[config.mk]
export PLATFORM = sky130hd
export DESIGN_NAME = piso_bit_serializer
export DESIGN_NICKNAME = d
export VERILOG_FILES = /design/src/rtl/piso_bit_serializer.sv
export SDC_FILE = /design/constraint.sdc
export NUM_CORES = 1
export LEC_CHECK = 0
export ABC_AREA = 1
export ABC_CLOCK_PERIOD_IN_PS = 3300
export BUFFER_PORTS_ARGS = -buffer_cell sky130_fd_sc_hd__buf_2
export CAP_MARGIN = 20
export CORE_MARGIN = 1
export CORE_UTILIZATION = 40
export CTS_CLUSTER_SIZE = 20
export DETAILED_ROUTE_END_ITERATION = 6
export PLACE_DENSITY = 0.6
export SYNTH_ARGS = -nofsm -noshare
export SYNTH_HDL_FRONTEND = slang
export SYNTH_SLANG_ARGS = --single-unit
export TNS_END_PERCENT = 5
[constraint.sdc]
create_clock -name clk -period 3.3 [get_ports clk]
set_input_delay 0 -clock clk [delete_from_list [all_inputs] [get_ports clk]]
set_output_delay 0 -clock clk [all_outputs]
set_load 0.02 [all_outputs]
[src/rtl/piso_bit_serializer.sv]
// -----------------------------------------------------------------------------
// piso_bit_serializer
//
// Parallel-in / serial-out stage that feeds the d_in input of the 1011
// sequence detector. WIDTH-bit words arrive over a valid/ready handshake and
// leave one bit per clock on ser_out. A one-word holding buffer lets a second
// word wait while the current word is shifting, so back-to-back words stream
// with no idle bit between them.
//
// Parameters
//   WIDTH      word width in bits (>= 2)
//   MSB_FIRST  1: data_in[WIDTH-1] leaves first; 0: data_in[0] leaves first
//   CNT_W      width of the sent-word counter
//
// Ports
//   clk         in   1      clock, all state changes on the rising edge
//   rst         in   1      asynchronous reset, active low (0 = reset)
//   data_in     in   WIDTH  parallel word
//   data_valid  in   1      data_in holds a word to transfer
//   data_ready  out  1      a word can be accepted this cycle (registered)
//   ser_out     out  1      serial bit, 0 whenever ser_valid is 0
//   ser_valid   out  1      ser_out carries a data bit this cycle
//   word_done   out  1      high while the last bit of a word is on ser_out
//   word_cnt    out  CNT_W  number of fully transmitted words, wraps silently
//
// All outputs come straight from flops. The next value of every output is
// derived from the next value of the internal state, so ser_out/word_done
// always describe the bit that the shift register presents after the edge.
// -----------------------------------------------------------------------------
module piso_bit_serializer #(
  parameter int unsigned WIDTH     = 8,
  parameter bit          MSB_FIRST = 1'b1,
  parameter int unsigned CNT_W     = 16
) (
  input  logic             clk,
  input  logic             rst,
  input  logic [WIDTH-1:0] data_in,
  input  logic             data_valid,
  output logic             data_ready,
  output logic             ser_out,
  output logic             ser_valid,
  output logic             word_done,
  output logic [CNT_W-1:0] word_cnt
);

  localparam int unsigned BCNT_W = (WIDTH > 1) ? $clog2(WIDTH) : 1;
  localparam logic [BCNT_W-1:0] BCNT_LAST = BCNT_W'(WIDTH - 1);
  localparam logic [BCNT_W-1:0] BCNT_ZERO = {BCNT_W{1'b0}};
  localparam logic [BCNT_W-1:0] BCNT_ONE  = BCNT_W'(1);
  localparam logic [CNT_W-1:0]  CNT_ONE   = CNT_W'(1);
  localparam logic [WIDTH-1:0]  WORD_ZERO = {WIDTH{1'b0}};

  typedef enum logic [0:0] {
    ST_IDLE  = 1'b0,
    ST_SHIFT = 1'b1
  } state_e;

  // Bit presented at the output end of the shift register.
  function automatic logic out_bit(input logic [WIDTH-1:0] w);
    logic b;
    if (MSB_FIRST) begin
      b = w[WIDTH-1];
    end else begin
      b = w[0];
    end
    return b;
  endfunction

  // Advance the shift register by one bit toward the output end.
  function automatic logic [WIDTH-1:0] shift_word(input logic [WIDTH-1:0] w);
    logic [WIDTH-1:0] r;
    if (MSB_FIRST) begin
      r = {w[WIDTH-2:0], 1'b0};
    end else begin
      r = {1'b0, w[WIDTH-1:1]};
    end
    return r;
  endfunction

  state_e             state_q,     state_d;
  logic [WIDTH-1:0]   shreg_q,     shreg_d;
  logic [BCNT_W-1:0]  bcnt_q,      bcnt_d;
  logic [WIDTH-1:0]   hold_q,      hold_d;
  logic               hold_full_q, hold_full_d;
  logic [CNT_W-1:0]   word_cnt_q,  word_cnt_d;
  logic               ready_q,     ready_d;
  logic               ser_out_q,   ser_out_d;
  logic               ser_valid_q, ser_valid_d;
  logic               word_done_q, word_done_d;
  logic               accept_s;

  // Handshake completes when the source offers a word and the registered ready is high.
  assign accept_s = data_valid & ready_q;

  // Next-state logic: FSM, shift register, bit counter, hold buffer and word counter.
  always_comb begin
    state_d     = state_q;
    shreg_d     = shreg_q;
    bcnt_d      = bcnt_q;
    hold_d      = hold_q;
    hold_full_d = hold_full_q;
    word_cnt_d  = word_cnt_q;

    case (state_q)
      ST_IDLE: begin
        // The hold buffer is always empty here, so a new word goes straight to the shifter.
        if (accept_s) begin
          shreg_d = data_in;
          bcnt_d  = BCNT_LAST;
          state_d = ST_SHIFT;
        end else begin
          state_d = ST_IDLE;
        end
      end

      ST_SHIFT: begin
        if (bcnt_q == BCNT_ZERO) begin
          // Last bit of the current word leaves on this edge.
          word_cnt_d = word_cnt_q + CNT_ONE;
          if (hold_full_q) begin
            shreg_d = hold_q;
            bcnt_d  = BCNT_LAST;
            // A concurrent accept refills the hold buffer; ready stays low.
            if (accept_s) begin
              hold_d      = data_in;
              hold_full_d = 1'b1;
            end else begin
              hold_full_d = 1'b0;
            end
          end else if (accept_s) begin
            shreg_d = data_in;
            bcnt_d  = BCNT_LAST;
          end else begin
            shreg_d = WORD_ZERO;
            bcnt_d  = BCNT_ZERO;
            state_d = ST_IDLE;
          end
        end else begin
          shreg_d = shift_word(shreg_q);
          bcnt_d  = bcnt_q - BCNT_ONE;
          if (accept_s) begin
            hold_d      = data_in;
            hold_full_d = 1'b1;
          end else begin
            hold_full_d = hold_full_q;
          end
        end
      end

      default: begin
        state_d     = ST_IDLE;
        shreg_d     = WORD_ZERO;
        bcnt_d      = BCNT_ZERO;
        hold_full_d = 1'b0;
      end
    endcase
  end

  // Next values of the registered outputs, taken from the next internal state.
  always_comb begin
    ser_valid_d = (state_d == ST_SHIFT);
    if (ser_valid_d) begin
      ser_out_d   = out_bit(shreg_d);
      word_done_d = (bcnt_d == BCNT_ZERO);
    end else begin
      ser_out_d   = 1'b0;
      word_done_d = 1'b0;
    end
    ready_d = ~hold_full_d;
  end

  // State and output registers; reset clears everything, including any buffered word.
  always_ff @(posedge clk or negedge rst) begin
    if (!rst) begin
      state_q     <= ST_IDLE;
      shreg_q     <= WORD_ZERO;
      bcnt_q      <= BCNT_ZERO;
      hold_q      <= WORD_ZERO;
      hold_full_q <= 1'b0;
      word_cnt_q  <= {CNT_W{1'b0}};
      ready_q     <= 1'b0;
      ser_out_q   <= 1'b0;
      ser_valid_q <= 1'b0;
      word_done_q <= 1'b0;
    end else begin
      state_q     <= state_d;
      shreg_q     <= shreg_d;
      bcnt_q      <= bcnt_d;
      hold_q      <= hold_d;
      hold_full_q <= hold_full_d;
      word_cnt_q  <= word_cnt_d;
      ready_q     <= ready_d;
      ser_out_q   <= ser_out_d;
      ser_valid_q <= ser_valid_d;
      word_done_q <= word_done_d;
    end
  end

  assign data_ready = ready_q;
  assign ser_out    = ser_out_q;
  assign ser_valid  = ser_valid_q;
  assign word_done  = word_done_q;
  assign word_cnt   = word_cnt_q;

endmodule

==> out/metrics.cfg <==
[cts]
clk-insertion-delay-late_ns=0.30
postCtsSetupRepairBufs=0
cts.htree.levels=2
clk_pin_slew_worst_paths_ns=0.08
cts_made_buffers=5
clock_tree.buffer_depth=2
cts_tree=done
cts.sinks=40
cts-root-buf=clkbuf_8
postCtsResizedCells=0

[drt]
top_signal_layer_used=met4
detail_route.vias_per_cell=4.90
m1WireLength_um=2100
wl_met2_um=1920
drc=0
wl_met3_um=155
detail-route-antenna-nets=0
initial_detailed_routing_violation_count=91
routed_wirelength_um=4260
first_pass_detailed_route_iteration_total=4
num_vias=1685
drt-wirelength-per-cell_um=12.4

[setup_path]
startpoint_type=flop
crit_family=simple AND/OR/NAND/NOR gates
timing.critical_path.cells=inv_1 -> ha_1 -> nand3_4 -> nor2_4 -> nand4_1 -> xnor2_1
timing.critical_path.buf_inv=1
timing.critical_path.arrival_ns=1.77
critical_path_max_stage_delay_ns=0.36
worst-endpoint-required_ns=3.48
critical_path_class=reg -> reg
crit_path_slowest_cell=dfrtp_1
cp-end-kind=flop
critical_path.max_fanout=7
worst_r2r_path_depth=6
path_depth=6

[synthesis]
synthesis.area_um2=2050
post_synth_inst_count=235
yosysSeqAreaShare_pct=48.9
ff_latch_count_synth=40
synthesis.nets=249
mean_instance_size_in_the_synthesized_netlist_um2=8.71
yosysWarnings=0
post_synth_num_cell_types=27

[sta]
worst_slew_pin_slew_ns=0.894
worst_slew_margin_rel_pct=40.4
tns_ns=0
worst_clock_skew_ns=0.00667
finalSetupViolCount=0
fin_crit_ns=1.59
final_critical_path_share_of_the_clock_period_pct=48.2
achievable-frequency_ghz=0.629
final-hold-violation-count=0
slew_violations=0
rsz0062_at_grt=false

[cells_and_area]
antenna_cells_inserted=0
net_count_final=290
area_growth_pct=18.2
post-route-util_pct=50.2
drive_gt1_share_pct=18.4
fill_count=487

[worst_hold_path]
worstHoldPathType=in -> reg
depth_of_the_worst_hold_timing_path=3

[global_routing]
pin_count_of_the_biggest_net_entering_global_routing=41
grt_usage_pct=18.0
globalRouteOverflowTotal=0
grt_antenna_before_repair=0
first_global_vias=1629
grt_first_pass_wirelength_um=7360

[floorplan]
floorplan.die.height_um=73.5
floorplan.die_area_um2=5400
initial_utilization_pct=42.5
core-area_um2=4820
die_w_um=73.5
num_io_pins=31
rows=25

[place]
place.gp.congestion=0.845
number_of_buffers_inserted_by_port_buffering=30
detailedPlacementHpwl_um=3010

[outcome]
result_of_the_run=completed

[power]
max-vdd-ir-drop_uv=286
design_power_total_mw=1.86
leakage_nw=1.27
power_density_nw_per_um2=771

[job]
drv.max_cap_violation_count=0

==> cell usage after synthesis <==
library cell | number | area (um^2)
o21ai_1 | 10 | 50.1
nand4_1 | 9 | 56.3
nor2_1 | 13 | 48.8
dfrtp_1 | 40 | 1000
o21ai_0 | 14 | 70.1
o211ai_1 | 7 | 52.6
a21boi_1 | 1 | 7.51
clkbuf_1 | 1 | 3.75
nand4_2 | 1 | 12.5
nor2_8 | 1 | 20.0
nor3_1 | 1 | 5.00
nand3_4 | 1 | 17.5
buf_2 | 1 | 5.00
inv_2 | 2 | 7.51
nand2_1 | 61 | 229
clkinv_1 | 1 | 3.75
nand3_1 | 13 | 65.1
a21oi_1 | 5 | 25.0
xnor2_1 | 7 | 61.3
ha_1 | 3 | 37.5
inv_1 | 27 | 101
nand2_2 | 3 | 18.8
nor2_4 | 3 | 33.8
xor2_1 | 4 | 35.0
buf_6 | 2 | 22.5
xor2_2 | 2 | 32.5
nand2_4 | 2 | 22.5
==> final cells by class <==
cell class / count / area (um^2) / share of cell area [%]
clock buffers: 8 / 90.1 / 3.72
inverters: 30 / 113 / 4.66
multi-input cells: 161 / 901 / 37.2
flip-flops and latches: 40 / 1000 / 41.4
well taps: 67 / 83.8 / 3.47
repair buffers: 38 / 230 / 9.52
==> tightest hold or removal path, stage by stage <==
cell,delay [ns]
buf_2,0.08
inv_1,0.06
o21ai_1,0.12
==> flip-flops by register name (all words and copies together) (netlist names) <==
register     flops
ser_valid        1
bcnt_q           3
shreg_q          8
data_ready       1
word_done        1
word_cnt        16
hold_q           8
hold_full_q      1
ser_out          1
==> stage by stage <==
stage	cell area [um^2]	std cells	hold slack [ns]	setup slack (ns)
2_1_floorplan	2050	235	-0.296	1.92
3_3_place_gp	2250	328	0.187	1.75
3_5_place_dp	2250	328	0.187	1.71
5_1_grt	2420	344	0.0212	1.53
6_report	2420	344	0.00208	1.71
4_1_cts	2420	344	0.00101	1.69
==> logic make-up after synthesis <==
logic type               count (synthesis)  synth area share (%)
AO/OA/AOI/OAI                           37                  10.0
XOR/XNOR                                13                  6.30
adder cells (fa/ha/maj)                  3                  1.84
buffers and inverters                   34                  7.03
flip-flops                              40                  48.9
AND/OR/NAND/NOR                        108                  25.9
==> worst paths after layout <==
| check | slack, ns | endpoint | from |
|---|---|---|---|
| worst min register to register | 0.48 | word_cnt[15]$_DFFE_PN0P_ | word_cnt[15]$_DFFE_PN0P_ |
| worst max-delay path | 1.71 | word_cnt[15]$_DFFE_PN0P_ | bcnt_q[0]$_DFF_PN0_ |
| worst min-delay path | 0.002 | hold_q[0]$_DFFE_PN0P_ | data_in[0] |
| worst max register to register | 1.71 | word_cnt[15]$_DFFE_PN0P_ | bcnt_q[0]$_DFF_PN0_ |
| max in group asynchronous | 2.37 | hold_full_q$_DFF_PN0_ | rst |
| min in group asynchronous | 0.36 | hold_q[4]$_DFFE_PN0P_ | rst |
==> per-layer routing <==
| layer | track usage [%] | vias up |
|---|---|---|
| met4 | 8.97 | 0 |
| met1 | 24.4 | 801 |
| met2 | 27.6 | 35 |
| met5 | 0 | - |
| li1 | - | 840 |
| met3 | 3.43 | 9 |
==> layout by cell type, fill, tap and decap left out, types with 5 or more instances in the layout <==
| cell | n |
|---|---|
| nand2_1 | 61 |
| dfrtp_1 | 40 |
| buf_2 | 30 |
| inv_1 | 27 |
| o21ai_0 | 14 |
| nor2_1 | 13 |
| nand3_1 | 13 |
| o21ai_1 | 10 |
| nand4_1 | 9 |
| dlygate4sd3_1 | 8 |
| o211ai_1 | 7 |
| xnor2_1 | 7 |
| clkbuf_8 | 6 |
| a21oi_1 | 5 |
==> where the power goes <==
part           total, mW  switching (mW)  internal (mW)
Combinational      0.761           0.508          0.253
Clock              0.343           0.172          0.171
Sequential         0.760           0.113          0.648
Total               1.86           0.793           1.07
==> timing repair <==
item                                   CTS  global route
hold buffers                             8             0
endpoints found under the hold margin   52             0
setup endpoints to repair                0             0
Power figures use the tool's default switching activity.
